<file path="src/rtl/mult_control_pkg.sv">
// Shared definitions for the shift-add multiplier sequencer.
//   SIZE_DATA      default operand width, which is also the iteration count
//   state_t        2-bit sequencer state encoding
//   *_LOAD/_SHIFT  datapath mux select values driven by mult_control
package mult_control_pkg;

  localparam int SIZE_DATA = 32;

  typedef enum logic [1:0] {
    IDLE = 2'd0,
    LOAD = 2'd1,
    ITER = 2'd2,
    DONE = 2'd3
  } state_t;

  // A register mux
  localparam logic A_LOAD   = 1'b0;
  localparam logic A_SHIFT  = 1'b1;
  // B register mux
  localparam logic B_LOAD   = 1'b0;
  localparam logic B_SHIFT  = 1'b1;
  // Product register mux
  localparam logic PROD_CLR = 1'b0;
  localparam logic PROD_ADD = 1'b1;
  // Adder bypass mux
  localparam logic ADD_HOLD = 1'b0;
  localparam logic ADD_ACC  = 1'b1;

endpackage

</file>
<file path="src/rtl/mult_control_iter_cnt.sv">
// mult_iter_cnt: iteration counter for the multiplier sequencer.
// Ports:
//   clk, reset  clock, async active-high reset
//   clr         zero the count (takes priority over inc)
//   inc         advance the count; saturates at LAST so it never wraps
//   term        count has reached LAST
module mult_iter_cnt #(
  parameter int WIDTH = 6,
  parameter int LAST  = 31
) (
  input  logic clk,
  input  logic reset,
  input  logic clr,
  input  logic inc,
  output logic term
);

  logic [WIDTH-1:0] cnt;

  assign term = (cnt == WIDTH'(LAST));

  always_ff @(posedge clk or posedge reset) begin
    if (reset)             cnt <= '0;
    else if (clr)          cnt <= '0;
    else if (inc && !term) cnt <= cnt + 1'b1;
  end

endmodule

</file>
<file path="src/rtl/mult_control.sv">
// mult_control: Moore sequencer for the shift-add multiplier datapath.
// One LOAD cycle, then `size` add/shift iterations, then done is held until
// start drops.
// Ports:
//   clk, reset   clock, async active-high reset
//   start        request, sampled in IDLE
//   b_lsb        LSB of the datapath's B-mux output (next B value)
//   abort        cancel LOAD/ITER (present only with MULT_ABORT_EN defined)
//   a_sel/b_sel  0 load operand, 1 shift
//   prod_sel     0 clear product, 1 take adder mux
//   add_sel      0 hold product, 1 product + A
//   busy         high in LOAD and ITER
//   done         high in DONE; product valid
// Build option: MULT_ABORT_EN adds the abort input.
module mult_control
  import mult_control_pkg::*;
#(
  parameter int size = SIZE_DATA
) (
  input  logic clk,
  input  logic reset,
  input  logic start,
  input  logic b_lsb,
`ifdef MULT_ABORT_EN
  input  logic abort,
`endif
  output logic a_sel,
  output logic b_sel,
  output logic prod_sel,
  output logic add_sel,
  output logic busy,
  output logic done
);

  localparam int CNT_W = $clog2(size) + 1;

  state_t state, nextState;
  logic   bQ;
  logic   cntTerm;
  logic   abortReq;

`ifdef MULT_ABORT_EN
  assign abortReq = abort;
`else
  assign abortReq = 1'b0;
`endif

  mult_iter_cnt #(
    .WIDTH (CNT_W),
    .LAST  (size - 1)
  ) uCnt (
    .clk   (clk),
    .reset (reset),
    .clr   (state == LOAD),
    .inc   (state == ITER),
    .term  (cntTerm)
  );

  // b_lsb is the next B value, so registering it gives the current regB[0]
  // in step with the product add.
  always_ff @(posedge clk or posedge reset) begin
    if (reset) bQ <= 1'b0;
    else       bQ <= b_lsb;
  end

  always_ff @(posedge clk or posedge reset) begin
    if (reset) state <= IDLE;
    else       state <= nextState;
  end

  always_comb begin
    nextState = state;
    case (state)
      IDLE: if (start) nextState = LOAD;
      LOAD: nextState = abortReq ? IDLE : ITER;
      ITER: begin
        if (abortReq)     nextState = IDLE;
        else if (cntTerm) nextState = DONE;
      end
      DONE: if (!start) nextState = IDLE;
      default: nextState = IDLE;
    endcase
  end

  // Moore decode: state and bQ only, so start never reaches an output.
  always_comb begin
    a_sel    = A_LOAD;
    b_sel    = B_LOAD;
    prod_sel = PROD_ADD;
    add_sel  = ADD_HOLD;
    busy     = 1'b0;
    done     = 1'b0;
    case (state)
      IDLE: ;
      LOAD: begin
        prod_sel = PROD_CLR;
        busy     = 1'b1;
      end
      ITER: begin
        a_sel   = A_SHIFT;
        b_sel   = B_SHIFT;
        add_sel = bQ;
        busy    = 1'b1;
      end
      DONE: begin
        a_sel = A_SHIFT;
        b_sel = B_SHIFT;
        done  = 1'b1;
      end
      default: ;
    endcase
  end

endmodule

</file>
<file path="config.mk">
export PLATFORM = sky130hd
export DESIGN_NAME = mult_control
export DESIGN_NICKNAME = d
export VERILOG_FILES = /design/src/rtl/mult_control_pkg.sv /design/src/rtl/mult_control_iter_cnt.sv /design/src/rtl/mult_control.sv
export SDC_FILE = /design/constraint.sdc
export NUM_CORES = 1
export LEC_CHECK = 0
export CAP_MARGIN = 20
export CORE_MARGIN = 4
export CORE_UTILIZATION = 40
export CTS_CLUSTER_DIAMETER = 200
export DETAILED_ROUTE_END_ITERATION = 8
export HOLD_SLACK_MARGIN = 0.02
export PLACE_DENSITY = 0.72
export SLEW_MARGIN = 30
export SYNTH_ARGS = -nofsm -noshare
export SYNTH_HDL_FRONTEND = slang
export SYNTH_SLANG_ARGS = --single-unit
export TNS_END_PERCENT = 30
</file>
<file path="constraint.sdc">
create_clock -name clk -period 2.1 [get_ports clk]
set_input_delay 0.21 -clock clk [delete_from_list [all_inputs] [get_ports clk]]
set_output_delay 0.21 -clock clk [all_outputs]
set_load 0.02 [all_outputs]
</file>
Word level (Yosys, flattened, before mapping)
Index checks and enable logic that the tools add are counted.
{ "word_totals": {"ramBits": 0, "in_bits": 4, "romBits": 0, "n_memories": 0, "ff_bits": 9, "latch_bits": 0} }
{ "classes": {"multipliers": 0, "eq_ne": 7, "n_reduce_logical": 7, "order_cmp": 0, "n_addsub": 1, "div": 0, "muxes": 11, "bitwise_logic": 0, "shifts": 0} }
{ "ops": {"columns": ["operator", "count"], "rows": [
  ["2-to-1 mux 6 bit", 2],
  ["one-hot mux 2 bit (4 select lines)", 1],
  ["adder 6 x 1 -> 6 bit (second input constant)", 1],
  ["== test 6 x 5 -> 1 bit (second input constant)", 1],
  ["2-to-1 mux 2 bit", 3],
  ["inequality test 2 bit (second input constant)", 3],
  ["2-to-1 mux 1 bit", 5],
  ["== test 2 bit (second input constant)", 2],
  ["OR reduction 2 bit", 2],
  ["AND reduction 3 bit", 1],
  ["== test 2 x 1 -> 1 bit (second input constant)", 1],
  ["zero test 2 bit", 1],
  ["nonzero test 2 bit", 1],
  ["logical AND 1 bit", 1],
  ["zero test 1 bit", 1]
]} }

Depth between registers and ports, before layout
{ "logic_depth": {"word_depth": 5, "depth_mapped": 7, "depth_no_buf": 6} }

Modules after synthesis
Synthesis repeated with hierarchy kept, for this count alone.
{ "hier_totals": {"hier_cells": 62, "hier_area_um2": 614.3} }
{ "modules_own_cells": {"columns": ["module", "area_per_inst_um2", "cells_per_inst", "n_inst", "seq_area_each_um2"], "rows": [
  ["mult_iter_cnt", 377.9, 40, 1, 150.1],
  ["mult_control", 236.5, 22, 1, 75.1]
]} }

Least setup slack after synthesis
No wires, ideal clock.
{ "synth_path": {"path_type": "reg2reg", "startpoint": "reg state[0]", "endpoint": "reg state[1]", "path_slack_ns": 0.560, "stages_incl_launch_ff": 5, "arrival_time_ns": 1.415, "required_time_ns": 1.975, "cell_sequence": "dfrtp_1 ha_1 mux2_2 nor2_2 mux2_4"} }
{ "synth_via": {"elab_chain_len": 3, "word_cells_on_any_way": 9, "classes_between": "eq/ne (6); mux (1); reduce/logical (2)"} }
{ "synth_rtl": {"columns": ["item", "line_no", "text"], "rows": [
  ["start, declared", "mult_control.sv:37", "state_t state, nextState;"],
  ["start signal, assigned", "mult_control.sv:68", "else state <= nextState;"],
  ["== test 2 bit or zero test 2 bit (tied branches)", "mult_control.sv:73", "case (state)"],
  ["inequality test 2 bit (no line)", null, null],
  ["AND reduction 3 bit (no line)", null, null]
]} }
Parallel ways exist; a longest one is shown, timed or not.
A chain may end at the register's enable or synchronous reset.

Worst setup path after layout
{ "layout_path": {"startpoint": "reg state[1]", "endpoint": "out prod_sel"} }
{ "layout_via": {"elab_chain_len": 2} }
{ "layout_rtl": {"columns": ["item", "line_no", "text"], "rows": [
  ["== test 2 x 1 -> 1 bit", "mult_control.sv:93", "case (state)"],
  ["2-to-1 mux 1 bit", "mult_control.sv:93", null],
  ["end, declared", "mult_control.sv:29", "output logic prod_sel,"]
]} }
Every way passes these cells.

==> out/metrics.yaml <==
reg2reg_depth: 5
die_area_um2: 2022
synth_nets: 60
gr-total-overflow: 0
drive_gt1_frac: 0.1967
synthCells: 50
clk_pin_slew_ns: 0.06
numCtsBuffers: 3
fillers: 130
first_pass_iters: 2
rsz0062_at_grt: "no"
cp.arrival_ns: 1.76
fin_crit_ns: 1.972
r2r_end: "state[1]$_DFFE_PP0P_"
wl_per_cell_um: 12.01
fmax_mhz: 507.1
ys_top_cells_by_area: "dfrtp_1 (41%), ha_1 (14%), mux2i_1 (3.7%), a21boi_4 (3.4%), a21oi_1 (2.7%)"
met3_usage: 0.02390
vias_per_cell: 4.921
yosysWarnings: 0
antennaDiodeCount: 0
numPortBuffers: 9
fp.dieH_um: 44.97
p_leak_nw: 0.3236
initial_core_util: 0.4202
fin_setup_tns_ns: 0
routabilityCongestion: 0.7126
io_pins: 10
synth_area_um2: 546.8
synth_top_area_frac: 0.4119
fin_area_um2: 679.4
synth.most_common_cell: "dfrtp_1"
cts-htree-levels: 1
finalCritPeriodShare: 0.9391
crit_type: "reg -> out"
core_area_um2: 1301
grt_pass1_vias: 366
min_path_type: "in -> async"
grt_use_met2: 0.1610
clkLatencyLatePin_ns: 0.27
synth_common_cells: "dfrtp_1 (9), ha_1 (6), inv_1 (4)"
crit_fanout: 6
place_hpwl_um: 673.8
netlist.top_cell.by_area: "dfrtp_1"
multi_input_area_um2: 306.5
synth.distinct_cells: 25
antenna_found_initial: 0
ys_seq_area_frac: 0.4119
track_usage: 0.1129
wl_um: 913
worst_pin_slew_ns: 0.3594
maxCapViolCount: 0
drtIter0Drc: 1
synth_edf_count: 0
reg2reg_from: "state[1]$_DFFE_PP0P_"
ys_async_sr_fraction: 1.000
ys_dominant_reg_cell: "dfrtp_1"
placementRows: 13
drc: 0
finalHoldViolations: 0
postRouteAntennaNets: 0
vdd_drop_max_mv: 1.186
grt_pass1_wl_mm: 1.573
cts.sinks: 9
tritoncts: "done"
clk_path_buf_depth: 2
dpl_cell_area_um2: 643.1
register_area_um2: 225.2
final_nets: 72
setup_viol: 0
max-slew-margin-rel: 0.7601
power.density_nw_per_um2: 1441
busiest_layer: "met2"
status: "finished, final reports clean"
area_growth_pct: 24.26
slew_violations: 0
fin_skew_ns: 0.002848
die_w_um: 44.97
critPathLaunchType: "flip-flop"
ys_seq_elements: 9
use_met1: 0.1390
endpoint_kind: "output pin"
cts_root_buffer: "clkbuf_4"
grt_start_max_net_pins: 10
required_ns: 1.89
timing.reg2reg.setup_slack_ns: 0.52
syn_area_per_cell_um2: 10.94
num_vias: 374
==> layout make-up <==
| type | instances | share of cell area |
|---|---|---|
| Clock buffer | 4 | 0.03867 |
| Inverter | 4 | 0.02210 |
| Multi-Input combinational cell | 35 | 0.4512 |
| Sequential cell | 9 | 0.3315 |
| Tap cell | 15 | 0.02762 |
| Timing Repair Buffer | 9 | 0.1289 |
==> critical path, stage by stage, from the launching register on <==
cell and delay (ns):
dfrtp_1 0.43, inv_1 0.10, ha_1 0.28, inv_1 0.09
clkdlybuf4s50_1 0.60
==> through the flow <==
step | hold slack [ns] | std cells | setup WS (ns) | utilization | total power, mW
floorplan | 0.03792 | 50 | 0.5602 | - | 0.6755
global placement | 0.5086 | 72 | 0.2710 | 0.4942 | 0.8436
detailed placement | 0.5055 | 72 | 0.2253 | 0.4942 | 0.8518
CTS | 0.2199 | 76 | 0.06701 | 0.5144 | 0.9802
global route | 0.2325 | 76 | 0.02983 | 0.5221 | 1.056
finish | 0.2095 | 76 | 0.1279 | 0.5221 | 0.9792
==> worst max path at each step <==
stage,from,endpoint,slack (ns),depth (start not counted)
global placement,state[0]$_DFFE_PP0P_,a_sel,0.27,4
CTS,state[0]$_DFFE_PP0P_,add_sel,0.07,4
global route,state[1]$_DFFE_PP0P_,prod_sel,0.03,4
floorplan,state[0]$_DFFE_PP0P_,state[1]$_DFFE_PP0P_,0.56,4
finish,state[1]$_DFFE_PP0P_,prod_sel,0.13,4
detailed placement,state[0]$_DFFE_PP0P_,b_sel,0.23,4
==> cell families after synthesis <==
| kind of cell | Yosys count | share of synthesized area |
|---|---|---|
| and+or+nand+nor | 16 | 0.1648 |
| DFF | 9 | 0.4119 |
| buffers and inverters | 6 | 0.05033 |
| adders and majority gates | 6 | 0.1373 |
| AOI/OAI and AO/OA | 7 | 0.1190 |
| xor gates and xnor gates | 2 | 0.03204 |
| muxes | 4 | 0.08466 |
==> repair_timing <==
action,4_1_cts,5_1_grt
resized for setup,3,1
setup endpoints to repair,3,1
setup buffers,0,0
endpoints found under the hold margin,0,0
hold buffers,0,0
==> state kept, by name, summed over array words and instances, names as in the netlist <==
signal / flops
uCnt.cnt: 6
bQ: 1
state: 2
==> report_power, final <==
group          internal [mW]  switching [mW]  total (mW)
Clock                 0.0735          0.0652       0.139
Sequential             0.219          0.0499       0.269
Combinational          0.285           0.286       0.571
==> cells in the final DEF, fill, tap and decap left out, types with 2 or more instances in the layout <==
| cell | instances |
|---|---|
| clkbuf_4 | 3 |
| clkdlybuf4s50_1 | 7 |
| dlygate4sd2_1 | 2 |
| nand3_1 | 3 |
| and2_1 | 2 |
| nor2_1 | 3 |
| nand2_1 | 2 |
| ha_1 | 5 |
| a21oi_1 | 3 |
| dfrtp_1 | 9 |
| mux2i_1 | 2 |
| inv_1 | 4 |
==> per-layer routing <==
metal  routed length, µm  part of all wire
met1                 459              0.50
met2                 394              0.43
met3                  34             0.037
met4                  24             0.026
met5                   0                 0
(Power assumes the default switching activity.)
